==> src/rtl/direction_write_sequencer.sv <==
// Sequences border-initialisation and row-major interior writes of an (N+1)x(N+1) direction matrix.
// Optional macro DIR_SEQ_STALL_CNT_EN adds a saturating count of FILL cycles without a valid symbol.
module direction_write_sequencer #(
    parameter int N       = 128,
    parameter int BitAddr = $clog2(N + 1)
) (
    input  logic               clk,
    input  logic               rst,
    input  logic               start,
    input  logic               abort,
    input  logic               cell_valid,
    input  logic [2:0]         symbol,
    output logic               cell_ready,
    output logic               en_init,
    output logic               hit,
    output logic [BitAddr:0]   addr_init,
    output logic               en_ins,
    output logic [BitAddr:0]   i,
    output logic [BitAddr:0]   j,
    output logic [2:0]         symbol_out,
    output logic               busy,
`ifdef DIR_SEQ_STALL_CNT_EN
    output logic [15:0]        stall_cnt,
`endif
    output logic               done
);

    typedef enum logic [2:0] {IDLE, INIT_ROW, INIT_COL, FILL, DONE} state_t;

    localparam logic [BitAddr:0] ADDR_LAST = (BitAddr + 1)'(N);
    localparam logic [BitAddr:0] IDX_LAST  = (BitAddr + 1)'(N - 1);
    localparam logic [BitAddr:0] ONE       = (BitAddr + 1)'(1);

    state_t           state, state_d;
    logic [BitAddr:0] cnt, cnt_d;
    logic [BitAddr:0] fill_i, fill_i_d;
    logic [BitAddr:0] fill_j, fill_j_d;

    logic             rdy_d, en_init_d, hit_d, en_ins_d, done_d;
    logic [BitAddr:0] addr_d, i_d, j_d;
    logic [2:0]       sym_d;

    // Outputs are computed here for the next cycle and registered below,
    // so every strobe leaves the block together with its index/symbol.
    always_comb begin
        state_d   = state;
        cnt_d     = cnt;
        fill_i_d  = fill_i;
        fill_j_d  = fill_j;
        rdy_d     = 1'b0;
        en_init_d = 1'b0;
        hit_d     = 1'b0;
        addr_d    = '0;
        en_ins_d  = 1'b0;
        i_d       = '0;
        j_d       = '0;
        sym_d     = '0;
        done_d    = 1'b0;

        case (state)
            IDLE: begin
                if (start) begin
                    state_d   = INIT_ROW;
                    cnt_d     = ONE;
                    en_init_d = 1'b1;
                    addr_d    = ONE;
                end
            end
            INIT_ROW: begin
                en_init_d = 1'b1;
                if (cnt == ADDR_LAST) begin
                    state_d = INIT_COL;
                    cnt_d   = ONE;
                    hit_d   = 1'b1;
                    addr_d  = ONE;
                end else begin
                    cnt_d  = cnt + ONE;
                    addr_d = cnt + ONE;
                end
            end
            INIT_COL: begin
                if (cnt == ADDR_LAST) begin
                    state_d  = FILL;
                    cnt_d    = '0;
                    fill_i_d = '0;
                    fill_j_d = '0;
                    rdy_d    = 1'b1;
                end else begin
                    en_init_d = 1'b1;
                    hit_d     = 1'b1;
                    cnt_d     = cnt + ONE;
                    addr_d    = cnt + ONE;
                end
            end
            FILL: begin
                rdy_d = 1'b1;
                if (cell_valid) begin
                    en_ins_d = 1'b1;
                    i_d      = fill_i;
                    j_d      = fill_j;
                    sym_d    = symbol;
                    if (fill_j == IDX_LAST) begin
                        fill_j_d = '0;
                        if (fill_i == IDX_LAST) begin
                            state_d = DONE;
                            rdy_d   = 1'b0;
                            done_d  = 1'b1;
                        end else begin
                            fill_i_d = fill_i + ONE;
                        end
                    end else begin
                        fill_j_d = fill_j + ONE;
                    end
                end
            end
            DONE: begin
                state_d = IDLE;
            end
            default: begin
                state_d = IDLE;
            end
        endcase

        // Abort wins over any write or start decided above.
        if (abort && (state != IDLE)) begin
            state_d   = IDLE;
            cnt_d     = '0;
            fill_i_d  = '0;
            fill_j_d  = '0;
            rdy_d     = 1'b0;
            en_init_d = 1'b0;
            hit_d     = 1'b0;
            addr_d    = '0;
            en_ins_d  = 1'b0;
            i_d       = '0;
            j_d       = '0;
            sym_d     = '0;
            done_d    = 1'b0;
        end
    end

    always_ff @(posedge clk or negedge rst) begin
        if (!rst) begin
            state      <= IDLE;
            cnt        <= '0;
            fill_i     <= '0;
            fill_j     <= '0;
            cell_ready <= 1'b0;
            en_init    <= 1'b0;
            hit        <= 1'b0;
            addr_init  <= '0;
            en_ins     <= 1'b0;
            i          <= '0;
            j          <= '0;
            symbol_out <= '0;
            busy       <= 1'b0;
            done       <= 1'b0;
        end else begin
            state      <= state_d;
            cnt        <= cnt_d;
            fill_i     <= fill_i_d;
            fill_j     <= fill_j_d;
            cell_ready <= rdy_d;
            en_init    <= en_init_d;
            hit        <= hit_d;
            addr_init  <= addr_d;
            en_ins     <= en_ins_d;
            i          <= i_d;
            j          <= j_d;
            symbol_out <= sym_d;
            busy       <= (state_d != IDLE);
            done       <= done_d;
        end
    end

`ifdef DIR_SEQ_STALL_CNT_EN
    always_ff @(posedge clk or negedge rst) begin
        if (!rst) begin
            stall_cnt <= '0;
        end else if ((state == IDLE) && start) begin
            stall_cnt <= '0;
        end else if ((state == FILL) && !cell_valid && !abort && (stall_cnt != 16'hFFFF)) begin
            stall_cnt <= stall_cnt + 16'd1;
        end
    end
`endif

endmodule

==> config.mk <==
export PLATFORM = sky130hd
export DESIGN_NAME = direction_write_sequencer
export DESIGN_NICKNAME = d
export VERILOG_FILES = /design/src/rtl/direction_write_sequencer.sv
export SDC_FILE = /design/constraint.sdc
export NUM_CORES = 1
export LEC_CHECK = 0
export ABC_AREA = 0
export CORE_MARGIN = 3
export CORE_UTILIZATION = 46
export CTS_BUF_LIST = sky130_fd_sc_hd__clkbuf_4 sky130_fd_sc_hd__clkbuf_8 sky130_fd_sc_hd__clkbuf_16
export CTS_CLUSTER_SIZE = 16
export DETAILED_ROUTE_END_ITERATION = 12
export PLACE_DENSITY_LB_ADDON = 0.05
export SETUP_SLACK_MARGIN = 0.15
export SLEW_MARGIN = 20
export SYNTH_ARGS = -nofsm -noshare
export SYNTH_HDL_FRONTEND = slang
export SYNTH_SLANG_ARGS = --single-unit
==> constraint.sdc <==
create_clock -name clk -period 4.3 [get_ports clk]
set_input_delay 1.29 -clock clk [delete_from_list [all_inputs] [get_ports clk]]
set_output_delay 1.29 -clock clk [all_outputs]
set_load 0.01 [all_outputs]
Word level (Yosys, flattened, before mapping). Index checks and enable logic that the tools add are counted. Widths: inputs -> output; s select.

Bits in registers: 66. Latch bits: 0. RAM bits: 0. ROM bits: 0. Bits of input ports: 8. Output and inout port bits: 36. Memories: 0.

Add/subtract/negate cells: 3. Multipliers: 0. Divide/modulo/power cells: 0. Order comparisons: 0. Equality and inequality tests: 11. Shifts and indexed selects: 0. Multiplexer cells: 55. Bitwise gates (word level): 0. Reductions and logical operators: 9.

Operators with widths (count): $mux 9 (19); $pmux 9 s3 (2); $pmux 9 s2 (2); $mux 3 (10); $add 9x1->9 const B (3); $eq 9x7->1 const B (2); $mux 1 (18); $ne 3x3->1 const B (5); $pmux 3 s4 (1); $eq 9x8->1 const B (1); $reduce_bool 3->1 (3); $eq 3x2->1 const B (2); $reduce_and 5->1 (1); $pmux 1 s2 (2); $reduce_bool 4->1 (1); $eq 3x1->1 const B (1); $logic_not 3->1 (1); $pmux 1 s3 (1); $reduce_and 3->1 (1); $reduce_and 2->1 (1); $logic_and 1x1->1 (1).

Logic depth before layout (Yosys ltp). Gate-level depths: netlist (run 1).

Depth in word-level cells: 7. Gate-level depth with buffers: 9. Depth with buffers taken out: 7.

Worst setup path after synthesis (run 1). OpenSTA, ideal clock, no wires.

Kind: input -> register. Start: input port abort. End: register fill_i[8]. Arrival time: 2.639 ns. Slack: 1.579 ns. Cell stages on the path: 8. Path buffers: 3. Cell sequence: buf_4 nor2_1 and3_1 clkbuf_1 nand2_1 clkbuf_1 or3_1 o21ai_0.

Longest elaborated chain between the ends: 3.

RTL lines: start: declaration (RTL line 10) `input logic abort,`; $logic_and 1x1->1 (*) (RTL line 125) `if (abort && (state != IDLE)) begin`; $ne 3x3->1 (no source line) or $reduce_bool 3->1 (tied branches); $reduce_and 5->1 (no source line); end signal: assignment (RTL line 161) `fill_i <= fill_i_d;`; end: declaration (RTL line 36) `logic [BitAddr:0] fill_i, fill_i_d;`.

Every way passes the cells marked *; elsewhere a longest branch is shown, timed or not. A chain may end at the register's enable or synchronous reset.

Worst setup path in the final report (run 1).
Start: input port abort. End: register fill_i[3].

Same word-level chain as after synthesis.

==> run metrics, run 1 <==
run status complete, no violations; Tot GR Track Use 0.174; top_reg_cell synth dfrtp_1; I/O Buffers 43; clk slew on worst S/H paths 0.06 ns; CP endpoint kind flip-flop; Critical Path RT ~4.6 ns; unrepaired setup endpoints after global routing false; post-synth top area share 0.541; Hold Vio Cnt, Final 0; Post-CTS Setup Inserts 0; peak supply drop 0.222 mV; final count of negative-setup-slack endpoints 0; Post-DP Area 0.00350 mm^2; FF-to-FF path depth 7; met1 wire length between 2000 and 3000 um; Avg Cell Area, Syn 9.97 um^2; Max Transition Viols Final 0; WL/cell 14.0 um; setup TNS 0 ns; global-route wire length before repair 10300 um; Crit Path Class primary input to flip-flop; most common cell after layout, fill and taps aside dfrtp_1; terminus of the critical flop-to-flop path fill_j[7]$_DFFE_PN0P_; vias in the first global route 2220; global route total overflow 0; Layout area overhead 20.0%; hold path startpoint fill_j[5]$_DFFE_PN0P_; IO Count 44; Final min period 3.03 ns; Clock Path Buffers 2; Initial Util 0.478; Hold Path End fill_j[5]$_DFFE_PN0P_; DR WL met3 245 um; post-synthesis sequential area ratio 0.541; Fmax approximately 0.33 GHz; Sink Count 66; Root Buffer clkbuf_8; worst skew pair latency approximately 0.33 ns; H-tree depth 3; vias 2308; largest net degree at the start of global routing 45; count of cell types in the netlist 47; Routed Antenna Nets 0; total core area about 0.0064 mm^2; # rows 29; Initial DRC Count 128; Synth Instances roughly 310; cts bufs inserted 9; number of synthesized flops with an enable pin 0; DRC errors left 0; Post-layout nets 357; RePlAce Congestion 0.802; design area 0.00366 mm^2; pwr dens between 300 and 400 mW/mm^2; Die Span Y between 80 and 90 um; reg2reg setup slack approximately 1.8 ns; FF-to-FF Start cnt[0]$_DFFE_PN0P_; Pleak 1.67 nW; CP Max Fanout 25; pin slew with the least headroom to its limit around 0.72 ns; Post-synth ARST share 1.00; Hold Path Stages 1; synthesized area around 0.0031 mm^2; post_cts resized 0; YS warnings 0; Chip Width 87.5 um; nature of the critical path startpoint primary input; HP Class flip-flop to flip-flop; DR vias/cell 5.44; post-synthesis register bit count 66; dominant cells by area after synthesis dfrtp_1 (54%), and3_1 (4.1%), nor2_1 (3.9%); initial antenna violation count 0; detailed placer's ending HPWL 4070 um; 1st-pass router iterations 4; maximum capacitance violations 0; met2 routed WL between 2000 and 3000 um; share of post-route cells with drive strength above 1 0.0836; CTS tree built; fin crit share 0.706; total chip power 1.23 mW; syn_nets 318; top sig layer met4; total die area 0.00765 mm^2; Critical Path AT approximately 3.3 ns; Post-Route WL 5940 um; commonest non-fill, non-tap cells in the layout dfrtp_1 (66), clkdlybuf4s50_1 (42), nor2_1 (32); Hold Slack 0.520 ns; Max-slew headroom 0.523; hold buffers post-CTS 0; skew final between 0.006 and 0.007 ns; largest area contributor in the netlist dfrtp_1; antenna cells 0
[cells in the mapped netlist (all sizes together), types with 2 or more instances]
master   n
dfrtp   66
nor2    32
o21ai   31
and3    21
nand2   18
nand3   16
a21oi   13
inv     13
clkbuf  11
nand4    9
buf      8
a31oi    6
and2     5
nand2b   5
nor3     5
or3      5
ha       4
o31ai    4
xnor2    4
a21o     3
xor2     3
a21boi   2
nor3b    2
nor4b    2
o22ai    2
o311ai   2
o41ai    2
or2      2
[per-stage QoR]
stage / setup slack [ns] / instances / util
floorplan: 1.58 / 306 / -
global placement: 0.966 / 411 / 0.547
detailed placement: 0.912 / 411 / 0.547
CTS: 1.27 / 424 / 0.573
global route: 1.09 / 424 / 0.573
finish: 1.27 / 424 / 0.573
[how the worst max path moves through the flow]
stage / slack (ns) / endpoint / cells after the start / startpoint
3_5_place_dp: 0.91 / fill_i[3]$_DFFE_PN0P_ / 7 / abort
3_3_place_gp: 0.97 / fill_i[3]$_DFFE_PN0P_ / 7 / abort
4_1_cts: 1.27 / fill_j[7]$_DFFE_PN0P_ / 5 / abort
5_1_grt: 1.09 / fill_i[3]$_DFFE_PN0P_ / 7 / abort
2_1_floorplan: 1.58 / fill_i[8]$_DFFE_PN0P_ / 8 / abort
6_report: 1.27 / fill_i[3]$_DFFE_PN0P_ / 7 / abort
[final cells by class]
| type | instances | area (um^2) |
|---|---|---|
| clock buffer | 13 | 166 |
| fill | 575 | 2720 |
| inverter | 13 | 48.8 |
| multi-input combinational | 208 | 1240 |
| sequential | 66 | 1650 |
| tap | 77 | 96.3 |
| timing repair buffer | 47 | 455 |
[flip-flops by register name (all words and copies together) (netlist names), 3 cells and up]
register    cells
j               9
addr_init       9
fill_j          9
state           3
i               9
fill_i          9
symbol_out      3
cnt             9
[kinds of logic after synthesis]
logic type | Yosys count | share of synthesized area
AOI/OAI and AO/OA | 70 | 0.139
xor gates and xnor gates | 7 | 0.0201
muxes | 1 | 0.00328
buffers and inverters | 32 | 0.0533
adders and majority gates | 4 | 0.0164
and+or+nand+nor | 126 | 0.226
DFF | 66 | 0.541
[metal layers]
metal	track usage	up-vias
met1	0.250	1097
met2	0.249	47
li1	-	1154
met5	0	-
met4	0.0837	0
met3	0.0369	10
[where the power goes]
group / internal (mW) / leakage, nW / total (mW) / switching, mW
clock network: 0.244 / 0.0883 / 0.446 / 0.201
registers: 0.636 / 0.912 / 0.657 / 0.0206
logic: 0.0556 / 0.665 / 0.126 / 0.0707
total: 0.936 / 1.67 / 1.23 / 0.293
[worst max-delay path, cell delays in order]
cell	delay (ns)
clkdlybuf4s50_1	0.56
nor2_1	0.26
and3_1	0.19
buf_4	0.25
nand2_1	0.26
or3_1	0.40
o21ai_0	0.08
Power figures use the tool's default switching activity.
==> run 2: changes to the inputs <==
==> constraint.sdc (replaced) <==
create_clock -name clk -period 3 [get_ports clk]
set_input_delay 0.9 -clock clk [delete_from_list [all_inputs] [get_ports clk]]
set_output_delay 0.9 -clock clk [all_outputs]
set_load 0.01 [all_outputs]
==> run metrics, run 2 (synthesis gave the netlist of run 1 again) <==
run status complete, no violations; Post-layout nets around 360; Max Transition Viols Final 0; storage element area roughly 0.0017 mm^2; dpl cells 415; hold path startpoint fill_j[5]$_DFFE_PN0P_; Post-Route WL just over 6000 um; Clock Path Buffers 2; fin crit share 0.820; pwr dens 498 mW/mm^2; maximum capacitance violations 0; crit path buf inv count 1; I/O Buffers 43; Tot GR Track Use 0.176; Initial Util 0.478; skew final 0.00462 ns; Critical Path AT about 2.7 ns; final count of negative-setup-slack endpoints 0; Hold Slack 0.518 ns; vias in the first global route 2220; DRC errors left 0; Critical Path RT approximately 3.2 ns; Hold Path End fill_j[5]$_DFFE_PN0P_; pre-CTS setup slack 0.177 ns; terminus of the critical flop-to-flop path fill_j[4]$_DFFE_PN0P_; global-route wire length before repair 10500 um; largest net degree at the start of global routing 67; CP Max Fanout 10; Sink Count 66; Max-slew headroom 0.570; post_cts resized 0; Root Buffer clkbuf_8; # rows 29; FILL cells 560; cts bufs inserted 9; Crit Path Class primary input to flip-flop; most common cell after layout, fill and taps aside dfrtp_1; DR vias/cell about 5.5; share of post-route cells with drive strength above 1 0.0992; total chip power about 1.9 mW; FF-to-FF Start cnt[0]$_DFFE_PN0P_; Pleak between 1.5 and 2 nW; worst skew pair latency 0.34 ns; slowest stage delay, CP 0.55 ns; Hold Path Stages 1; nature of the critical path startpoint primary input; Initial DRC Count 80; Die Span Y around 87 um; CTS tree built; clk slew on worst S/H paths 0.06 ns; 1st-pass router iterations 4; total die area 0.00765 mm^2; pin slew with the least headroom to its limit 0.640 ns; CP endpoint kind flip-flop; Routed Antenna Nets 0; Chip Width 87.5 um; unrepaired setup endpoints after global routing false; RePlAce Congestion 0.816; peak supply drop 0.331 mV; Hold Vio Cnt, Final 0; critical path's top delay family simple AND/OR/NAND/NOR gates; Critical Path Slowest Stage Cell clkdlybuf4s50_1; vias around 2400; antenna cells 0; reg2reg setup slack 0.70 ns; FF-to-FF path depth 8; initial antenna violation count 0; non-filler cells, final 430; WL/cell 14.1 um; Fmax 0.406 GHz; Final WS setup 0.539 ns; IO Count between 40 and 50; Final Util 0.584; area occupied by multi-input gates around 0.0012 mm^2; total core area 0.00639 mm^2; design area 0.00373 mm^2; Post-CTS Setup Inserts 0; hold buffers post-CTS 0; global route total overflow 0; Post-DP Area roughly 0.0035 mm^2; detailed placer's ending HPWL 4050 um; HP Class flip-flop to flip-flop; H-tree depth 3; crit path cell chain clkdlybuf4s50_1 > nor2_1 > nand3_1 > or3_4 > o31ai_1; commonest non-fill, non-tap cells in the layout dfrtp_1 (66), clkdlybuf4s50_1 (42), nor2_1 (32); Layout area overhead 22.3%; setup TNS 0 ns; Final min period 2.46 ns
run 2: cell types whose count changed in the layout (fill, tap and decap cells not counted), sizes merged:
| cell | change |
|---|---|
| buf | +4 |
| clkinv | +2 |
| bufinv | +1 |
| clkbuf | -1 |
run 2: worst max-delay path by stage:
stage          depth (start not counted)  slack [ns]               endpoint   from
2_1_floorplan                          8        0.67  fill_i[8]$_DFFE_PN0P_  abort
3_3_place_gp                           5        0.23  fill_j[3]$_DFFE_PN0P_  abort
3_5_place_dp                           5        0.18  fill_j[3]$_DFFE_PN0P_  abort
4_1_cts                                5        0.54  fill_j[3]$_DFFE_PN0P_  abort
5_1_grt                                4        0.40     cnt[5]$_DFFE_PN0P_  abort
6_report                               5        0.54  fill_j[3]$_DFFE_PN0P_  abort
run 2: area by class of cell:
class	count	area share
Clock buffer	12	0.0409
Sequential cell	66	0.443
Timing Repair Buffer	51	0.133
Multi-Input combinational cell	208	0.333
Tap cell	77	0.0258
Inverter	13	0.0131
Clock inverter	3	0.0107
run 2: routing by layer:
metal	part of all wire	GRT usage	vias to the layer above
met5	0	0	-
met4	0.023	0.0837	0
met3	0.048	0.0369	14
met2	0.44	0.260	59
met1	0.49	0.247	1124
li1	-	-	1164
run 2: power breakdown:
part	total (mW)	switching, mW	internal (mW)	leakage, nW
Combinational	0.186	0.101	0.0848	0.687
Sequential	0.941	0.0291	0.912	0.912
Clock	0.732	0.314	0.418	0.103
Total	1.86	0.444	1.41	1.70
==> run 3: changes to the inputs <==
==> constraint.sdc (replaced) <==
create_clock -name clk -period 2.3 [get_ports clk]
set_input_delay 0.69 -clock clk [delete_from_list [all_inputs] [get_ports clk]]
set_output_delay 0.69 -clock clk [all_outputs]
set_load 0.01 [all_outputs]
==> run metrics, run 3 (synthesis gave the netlist of run 1 again) <==
run status complete, no violations; skew final between 0.004 and 0.005 ns; Critical Path AT 2.35 ns; fin crit share 0.918; Chip Width 87.5 um; I/O Buffers 43; Final min period 2.11 ns; Sink Count 66; Tot GR Track Use 0.182; end of the critical path fill_j[7]$_DFFE_PN0P_; Post-Route WL 6590 um; Pleak around 1.9 nW; Fmax between 0.4 and 0.5 GHz; reg2reg setup slack 0.19 ns; maximum capacitance violations 0; peak supply drop 0.315 mV; Hold Vio Cnt, Final 0; cts bufs inserted 9; CP endpoint kind flip-flop; FF-to-FF path depth 7; FILL cells about 550; IO Count 44; detailed placer's ending HPWL 4350 um; Post-layout nets 386; Crit Path Class flip-flop to flip-flop; vias roughly 2500; commonest non-fill, non-tap cells in the layout dfrtp_1 (64), clkdlybuf4s50_1 (40), nor2_1 (31); Critical Path RT between 2 and 3 ns; dpl cells around 430; Die Span Y 87.5 um; global route total overflow 0; H-tree depth 3; unrepaired setup endpoints after global routing true; critical path launch point cnt[1]$_DFFE_PN0P_; pwr dens 631 mW/mm^2; Root Buffer clkbuf_8; nature of the critical path startpoint flip-flop; vias in the first global route 2342; global-route wire length before repair 10900 um; Initial Util 0.478; hold buffers post-CTS 0; clk slew on worst S/H paths roughly 0.070 ns; CP Max Fanout 5; largest net degree at the start of global routing 26; Max Transition Viols Final 0; design area between 0.004 and 0.005 mm^2; # rows 29; FF-to-FF Start cnt[1]$_DFFE_PN0P_; RePlAce Congestion 0.802; total die area 0.00765 mm^2; HP Class primary input to async pin; most common cell after layout, fill and taps aside dfrtp_1; non-filler cells, final ~460; antenna cells 0; share of post-route cells with drive strength above 1 0.190; pin slew with the least headroom to its limit 0.480 ns; final count of negative-setup-slack endpoints 0; CTS tree built; initial antenna violation count 0; Routed Antenna Nets 0; total chip power 2.53 mW; Layout area overhead 31.2%; Final Util 0.627; worst skew pair latency 0.34 ns; 1st-pass router iterations 4; DRC errors left 0; Max-slew headroom 0.680; terminus of the critical flop-to-flop path fill_j[7]$_DFFE_PN0P_; Initial DRC Count between 100 and 150; total core area 0.00639 mm^2; Post-DP Area 0.00366 mm^2; WL/cell 14.4 um; DR vias/cell 5.44; Clock Path Buffers 2
[run 3: area by class of cell]
| class | count | area [um^2] | area share |
|---|---|---|---|
| flip-flops and latches | 66 | 1650 | 0.413 |
| multi-input cells | 208 | 1290 | 0.323 |
| repair buffers | 76 | 707 | 0.177 |
| clock buffers | 15 | 200 | 0.0500 |
| well taps | 77 | 96.3 | 0.0241 |
| inverters | 13 | 48.8 | 0.0122 |
| clock inverters | 1 | 5.00 | 0.00125 |
[run 3: where the power goes]
part | leakage, nW | internal (mW) | switching [mW] | total [mW]
Clock | 0.109 | 0.550 | 0.419 | 0.968
Combinational | 0.833 | 0.173 | 0.182 | 0.355
Sequential | 0.909 | 1.19 | 0.0140 | 1.20
[run 3: metrics by stage]
stage                     TNS [ns]  setup slack, ns  hold slack (ns)
after detailed placement     -3.56           -0.250            0.506
after global routing             0           0.0974            0.330
final                            0            0.190            0.300
after global placement       -2.33           -0.182            0.504
after CTS                        0            0.166            0.306
after floorplan                  0            0.179            0.394
[run 3: routing by layer]
layer,global-route usage,up-vias,routed length (um),part of all wire
met5,0,-,0,0
met4,0.0948,0,151,0.023
met3,0.0341,12,338,0.051
met2,0.266,70,3010,0.46
met1,0.257,1178,3090,0.47
li1,-,1220,-,-
[run 3: worst min path at each step]
stage                              to  slack, ns  cells after the start
6_report               j[2]$_DFF_PN0_       0.30                      1
3_3_place_gp    fill_j[5]$_DFFE_PN0P_       0.50                      1
2_1_floorplan  addr_init[0]$_DFF_PN0_       0.39                      0
5_1_grt                j[7]$_DFF_PN0_       0.33                      1
3_5_place_dp    fill_j[8]$_DFFE_PN0P_       0.51                      1
4_1_cts                j[2]$_DFF_PN0_       0.31                      1
[run 3: what timing repair did]
action                                  in CTS  in global routing
endpoints found under the setup margin       2                 19
resized for setup                            1                 15
buffers inserted                             1                  9
cloned                                       0                  1
pin swaps                                    0                  6
[run 3: worst max-delay path, stage by stage (launching register included)]
cell     delay [ns]
dfrtp_1        0.39
inv_2          0.08
ha_4           0.12
nor4b_4        0.26
nand2_2        0.11
o311a_4        0.33
or3_4          0.43
o41ai_2        0.28
